--- src/rtl/bridge_dir_ctrl.sv ---
// ---------------------------------------------------------------------------
// bridge_dir_ctrl
//   Direction controller for a single-lane shared resource (one-lane bridge)
//   fed from an east side and a west side. Only one direction owns the lane
//   at a time, and occupancy is tracked up to MAX_OCC. If the far side keeps
//   waiting, ownership is taken away after TIMEOUT cycles. The lane then
//   drains to empty before the direction reverses.
//
// Ports
//   clk    in   1      rising-edge clock
//   rst_n  in   1      asynchronous active-low reset
//   E      in   1      east entry request (level, held until granted)
//   W      in   1      west entry request (level)
//   exit   in   1      one vehicle leaves the lane this cycle (pulse)
//   GO_E   out  1      east entry granted this cycle (combinational)
//   GO_W   out  1      west entry granted this cycle (combinational)
//   OUT    out  1      idle: no owner
//   dir    out  2      state encoding IDLE=00 EAST=01 WEST=10 DRAIN=11
//   occ    out  OCC_W  current occupancy
//   err    out  1      only with BRIDGE_ERR_EN: sticky protocol error
//
// Optional feature macro: BRIDGE_ERR_EN
//   When it is defined, the err port is added. err is set by an exit while
//   the lane is empty, or by E and W both held high for more than TIMEOUT
//   cycles in DRAIN. Only reset clears it.
//
// state | meaning
// IDLE  | no owner, lane empty, no grants
// EAST  | east owns the lane, east entries granted
// WEST  | west owns the lane, west entries granted
// DRAIN | waiting for the lane to empty before handing it to r_nxt
// ---------------------------------------------------------------------------
module bridge_dir_ctrl #(
  parameter int OCC_W   = 4,
  parameter int MAX_OCC = 8,
  parameter int TO_W    = 5,
  parameter int TIMEOUT = 16
) (
  input  logic             clk,
  input  logic             rst_n,
  input  logic             E,
  input  logic             W,
  input  logic             exit,
  output logic             GO_E,
  output logic             GO_W,
  output logic             OUT,
  output logic [1:0]       dir,
  output logic [OCC_W-1:0] occ
`ifdef BRIDGE_ERR_EN
  ,
  output logic             err
`endif
);

  typedef enum logic [1:0] {
    IDLE  = 2'b00,
    EAST  = 2'b01,
    WEST  = 2'b10,
    DRAIN = 2'b11
  } state_t;

  localparam logic [OCC_W-1:0] MAX_Q   = OCC_W'(MAX_OCC);
  localparam logic [TO_W-1:0]  TO_LAST = TO_W'(TIMEOUT - 1);

  state_t            r_state, w_state_nxt;
  state_t            r_nxt, w_nxt_nxt;    // target direction held through DRAIN
  state_t            r_last, w_last_nxt;  // most recent owner, only EAST/WEST
  logic [TO_W-1:0]   r_timer, w_timer_nxt;
  logic [OCC_W-1:0]  r_occ;
  logic              w_leave;
  logic              w_not_full;
  logic              w_grant;
  logic              w_empty;
  logic [TO_W-1:0]   w_timer_inc;

  assign w_not_full  = (r_occ < MAX_Q);
  assign w_empty     = (r_occ == '0);
  // Saturate rather than wrap so a long wait can never look like a short one.
  assign w_timer_inc = (r_timer == '1) ? r_timer : r_timer + 1'b1;

  always_comb begin
    w_state_nxt = r_state;
    w_nxt_nxt   = r_nxt;
    w_last_nxt  = r_last;
    w_timer_nxt = '0;
    w_leave     = 1'b0;
    GO_E        = 1'b0;
    GO_W        = 1'b0;
    case (r_state)
      IDLE: begin
        if (E && !W)      w_state_nxt = EAST;
        else if (W && !E) w_state_nxt = WEST;
        else if (E && W)  w_state_nxt = (r_last == WEST) ? EAST : WEST;
      end
      EAST: begin
        w_leave = W && (!E || (r_timer == TO_LAST));
        GO_E    = E && w_not_full && !w_leave;
        if (w_leave) begin
          w_state_nxt = DRAIN;
          w_nxt_nxt   = WEST;
          w_last_nxt  = EAST;
        end else if (!E && !W && w_empty) begin
          w_state_nxt = IDLE;
          w_last_nxt  = EAST;
        end else begin
          w_timer_nxt = W ? w_timer_inc : '0;
        end
      end
      WEST: begin
        w_leave = E && (!W || (r_timer == TO_LAST));
        GO_W    = W && w_not_full && !w_leave;
        if (w_leave) begin
          w_state_nxt = DRAIN;
          w_nxt_nxt   = EAST;
          w_last_nxt  = WEST;
        end else if (!E && !W && w_empty) begin
          w_state_nxt = IDLE;
          w_last_nxt  = WEST;
        end else begin
          w_timer_nxt = E ? w_timer_inc : '0;
        end
      end
      DRAIN: begin
        if (w_empty) begin
          if ((r_nxt == EAST && E) || (r_nxt == WEST && W)) w_state_nxt = r_nxt;
          else                                               w_state_nxt = IDLE;
        end
      end
      default: w_state_nxt = IDLE;
    endcase
  end

  assign w_grant = GO_E || GO_W;

  always_ff @(posedge clk or negedge rst_n) begin
    if (!rst_n) begin
      r_state <= IDLE;
      r_nxt   <= IDLE;
      r_last  <= WEST;
      r_timer <= '0;
      r_occ   <= '0;
    end else begin
      r_state <= w_state_nxt;
      r_nxt   <= w_nxt_nxt;
      r_last  <= w_last_nxt;
      r_timer <= w_timer_nxt;
      // A grant already implies room, and an exit at zero is dropped.
      if (w_grant && !exit)               r_occ <= r_occ + 1'b1;
      else if (exit && !w_grant && !w_empty) r_occ <= r_occ - 1'b1;
    end
  end

`ifdef BRIDGE_ERR_EN
  logic [TO_W:0] r_dwait;  // cycles spent in DRAIN with both sides requesting

  always_ff @(posedge clk or negedge rst_n) begin
    if (!rst_n) begin
      r_dwait <= '0;
      err     <= 1'b0;
    end else begin
      if (r_state == DRAIN && E && W) begin
        if (r_dwait == (TO_W+1)'(TIMEOUT)) err <= 1'b1;
        else                               r_dwait <= r_dwait + 1'b1;
      end else begin
        r_dwait <= '0;
      end
      if (exit && w_empty) err <= 1'b1;
    end
  end
`endif

  assign OUT = (r_state == IDLE);
  assign dir = r_state;
  assign occ = r_occ;

endmodule

--- config.mk ---
export PLATFORM = sky130hd
export DESIGN_NAME = bridge_dir_ctrl
export DESIGN_NICKNAME = d
export VERILOG_FILES = /design/src/rtl/bridge_dir_ctrl.sv
export SDC_FILE = /design/constraint.sdc
export NUM_CORES = 1
export LEC_CHECK = 0
export CAP_MARGIN = 20
export CELL_PAD_IN_SITES_DETAIL_PLACEMENT = 1
export CELL_PAD_IN_SITES_GLOBAL_PLACEMENT = 1
export CORE_MARGIN = 2
export CORE_UTILIZATION = 41
export DETAILED_ROUTE_END_ITERATION = 16
export GPL_TIMING_DRIVEN = 0
export PLACE_DENSITY_LB_ADDON = 0.25
export SLEW_MARGIN = 20
export SYNTH_ARGS = -nofsm -noshare
export SYNTH_HDL_FRONTEND = slang
export SYNTH_SLANG_ARGS = --single-unit
export TNS_END_PERCENT = 1
--- constraint.sdc ---
create_clock -name clk -period 3.1 [get_ports clk]
set_clock_uncertainty 0.1 [all_clocks]
set_input_delay 0.31 -clock clk [delete_from_list [all_inputs] [get_ports clk]]
set_output_delay 0.31 -clock clk [all_outputs]
set_load 0.02 [all_outputs]
==> results.md <==
- Syn Std Cell Area: 0.00112 sq mm
- Worst Path Arrival: 2.93 ns
- Max_cap viols: 0
- Synthesized flop and latch total: 15
- Hold buffers post-CTS: 0
- Sequential Power Share: 29.1%
- CTS tree: yes
- Hold Path Class: in2async
- WP buf/inv: 2
- Initial antenna violation count: 0
- Post-synth EDFFs: 0
- Sw power: 547 uW
- Synth warn: 0
- IO Pins: 14
- Final-layout fill cell count: 321
- Total grt overflow: 0
- Final min period: 2.87 ns
- Switching share of power: 45.4%
- # setup viols final: 0
- Worst setup EP type: flip-flop
- Worst EP required: 3.16 ns
- Status: completed
- ANT cells: 0
- Remaining DRCs: 0
- Number of global-route vias before repair: 1,124
- # rows: 18
- RSZ-0062 raised after global routing: no
- Post-synthesis net count: 144
- GRT Overall Usage: 20.9%
- Die Ht: 56.2 um
- Final Wtd Congestion: 0.804
- Delay-heaviest family, CP: compound AO/OA/AOI/OAI gates
- Worst-Skew Late Latency: 0.30 ns
- Sequential area share after synthesis: 33.7%
- Int Pwr: 659 uW
- First drt pass iteration count: 4
- First-pass GRT wire length: 5260 um
- Commonest cells post-synth: nor2_1 (15), dfrtp_1 (14), nand2_1 (13)
- Final wirelength: 2920 um
- Area Growth Syn to Fin: 16.8%
- Critical path type: reg2reg
- Critical path cell sequence: inv_1 > ha_2 > a22oi_1 > a311o_1 > nor2_4 > inv_1 > ha_1 > a21o_1 > a21o_1 > o21ai_0 > o311ai_0
- Die area: 0.00316 sq mm
- Post-synthesis async set-or-reset flop share: 100%
- Crit-path slowest cell: dfrtp_1
- CTS max path bufs: 2
- Avg WL per Cell: 16.6 um
- VDD IR-drop max: 0.470 mV
- Max-slew violation count: 0
- Post-Syn Instances: 131
- Netlist cell types: 43
- Max Clock Freq: 348 MHz
- Synth top area cells: dfrtp_1 (31%), ha_1 (7.8%), nor2_1 (5.0%), a21oi_1 (4.9%), o21ai_0 (4.5%)
- Util after Layout: 51.8%
- PwrDens: 923 mW/mm^2
- Worst reg2reg path depth: 11
- Clock slew seen by the registers of the worst setup and hold paths: 0.11 ns
- H-tree depth: 1
- Sink Count: 15
- Die width: 56.2 um
- Critical Path Start Type: flip-flop
- Reg2Reg Capture Point: occ[3]$_DFFE_PN0P_
- Via density: 6.15
- Layout cell share with drive strength beyond 1: 13.0%
- Worst slew margin: 53.6%
- PortBufs: 12
- Combinational Power Share: 60.6%
- Clock power frac: 10.3%
- Starting DRC count in detailed routing: 27
- Nets: 160
- TNS Setup: 0 ns
- Maximum net fanout on the critical path: 8
- Fin crit share: 92.7%
- Syn_area_per_cell: 8.54 sq um
- Worst r2r src: dir[1]$_DFFE_PN0P_
- Initial Util: 44.3%
- Static Leakage: 0.542 nW
- CP max stage delay: 0.45 ns
- Worst slew pin tran: 0.693 ns
- Most common flop cell mapped by yosys: dfrtp_1
- Post-route ant nets: 0
- CTS root buffer: clkbuf_4
- R2R Setup Slk: 0.23 ns
- Largest net degree at the start of global routing: 16
- Core Region: 0.00252 sq mm
- Leading area contributor after synthesis: dfrtp_1
- Top-count cell post-synth: nor2_1
- Vias: 1,082
- Post-DP HPWL: 2190 um
- CTS Buf Count: 3
- WP depth: 11
- Top-area cell type share of the netlist area: 31.3%
- Endpoints failing hold: 0
power by group through the flow:
| stage | Sequential, mW | Combinational, mW | Clock [mW] |
|---|---|---|---|
| CTS | 0.351 | 0.735 | 0.123 |
| finish | 0.351 | 0.732 | 0.124 |
| floorplan | 0.379 | 0.464 | 0 |
| global placement | 0.346 | 0.699 | 0 |
| global route | 0.365 | 0.822 | 0.137 |
| detailed placement | 0.355 | 0.730 | 0 |
placed cells by master (no fill, tap or decap), types with 2 or more instances in the layout:
cell type,count
nor3_1,4
a22oi_1,2
dfrtp_1,14
o21ai_0,10
inv_1,9
a21oi_1,11
clkbuf_1,3
ha_2,2
ha_1,5
clkdlybuf4s50_1,12
clkbuf_4,3
a21o_1,3
nor2_1,15
nand2_1,13
nand4b_1,2
mux2_2,3
a22o_1,2
nand3_1,3
flip-flops by register name, summed over array words and instances, names as in the netlist:
signal	cells
r_timer	5
occ	4
dir	2
r_last	2
r_nxt	2
per-stage QoR:
step | area (sq um) | setup slack [ns] | total power, mW | hold slack [ns] | std cells
2_1_floorplan | 1120 | 0.299 | 0.843 | -0.0856 | 131
3_3_place_gp | 1280 | 0.178 | 1.05 | 0.410 | 173
3_5_place_dp | 1280 | 0.0288 | 1.08 | 0.427 | 173
4_1_cts | 1300 | 0.115 | 1.21 | 0.353 | 176
5_1_grt | 1310 | 0.00298 | 1.32 | 0.373 | 176
6_report | 1310 | 0.228 | 1.21 | 0.315 | 176
per-layer routing:
layer | vias to the layer above | wire [um] | track usage [%]
li1 | 507 | - | -
met4 | 0 | 52 | 7.82
met2 | 24 | 1410 | 34.1
met5 | - | 0 | 0
met3 | 7 | 106 | 3.49
met1 | 544 | 1350 | 27.6
what timing repair did:
item	in CTS	in global routing
gates resized for setup	0	4
setup buffers	0	0
setup endpoints to repair	1	2
area by class of cell:
class                           instances  area [sq um]  area share [%]
Multi-Input combinational cell        101           683            52.3
Sequential cell                        15           377            28.8
Timing Repair Buffer                   12           120            9.20
Tap cell                               30          37.5            2.87
Inverter                                9          33.8            2.59
Buffer                                  5          27.5            2.11
Clock buffer                            3          22.5            1.72
Clock inverter                          1          5.00           0.383
cells by family (layout without fill, tap and decap cells):
family | count (synthesis) | count (layout) | share of synthesized area [%]
xor+xnor | 1 | 1 | 0.783
flops | 15 | 15 | 33.7
simple gates | 47 | 47 | 22.0
fa+ha+maj | 8 | 8 | 9.62
buf+inv | 15 | 30 | 5.70
mux | 4 | 4 | 3.91
compound gates | 41 | 41 | 24.3
how the worst max path moves through the flow:
| stage | end | from | slack, ns |
|---|---|---|---|
| after floorplan | occ[3]$_DFFE_PN0P_ | dir[1]$_DFFE_PN0P_ | 0.30 |
| after global placement | occ[3]$_DFFE_PN0P_ | dir[1]$_DFFE_PN0P_ | 0.18 |
| after detailed placement | occ[3]$_DFFE_PN0P_ | dir[1]$_DFFE_PN0P_ | 0.03 |
| after CTS | occ[3]$_DFFE_PN0P_ | dir[1]$_DFFE_PN0P_ | 0.11 |
| after global routing | occ[3]$_DFFE_PN0P_ | dir[1]$_DFFE_PN0P_ | 0.003 |
| final | occ[3]$_DFFE_PN0P_ | dir[1]$_DFFE_PN0P_ | 0.23 |
No activity file was read; power rests on OpenSTA's default activity.
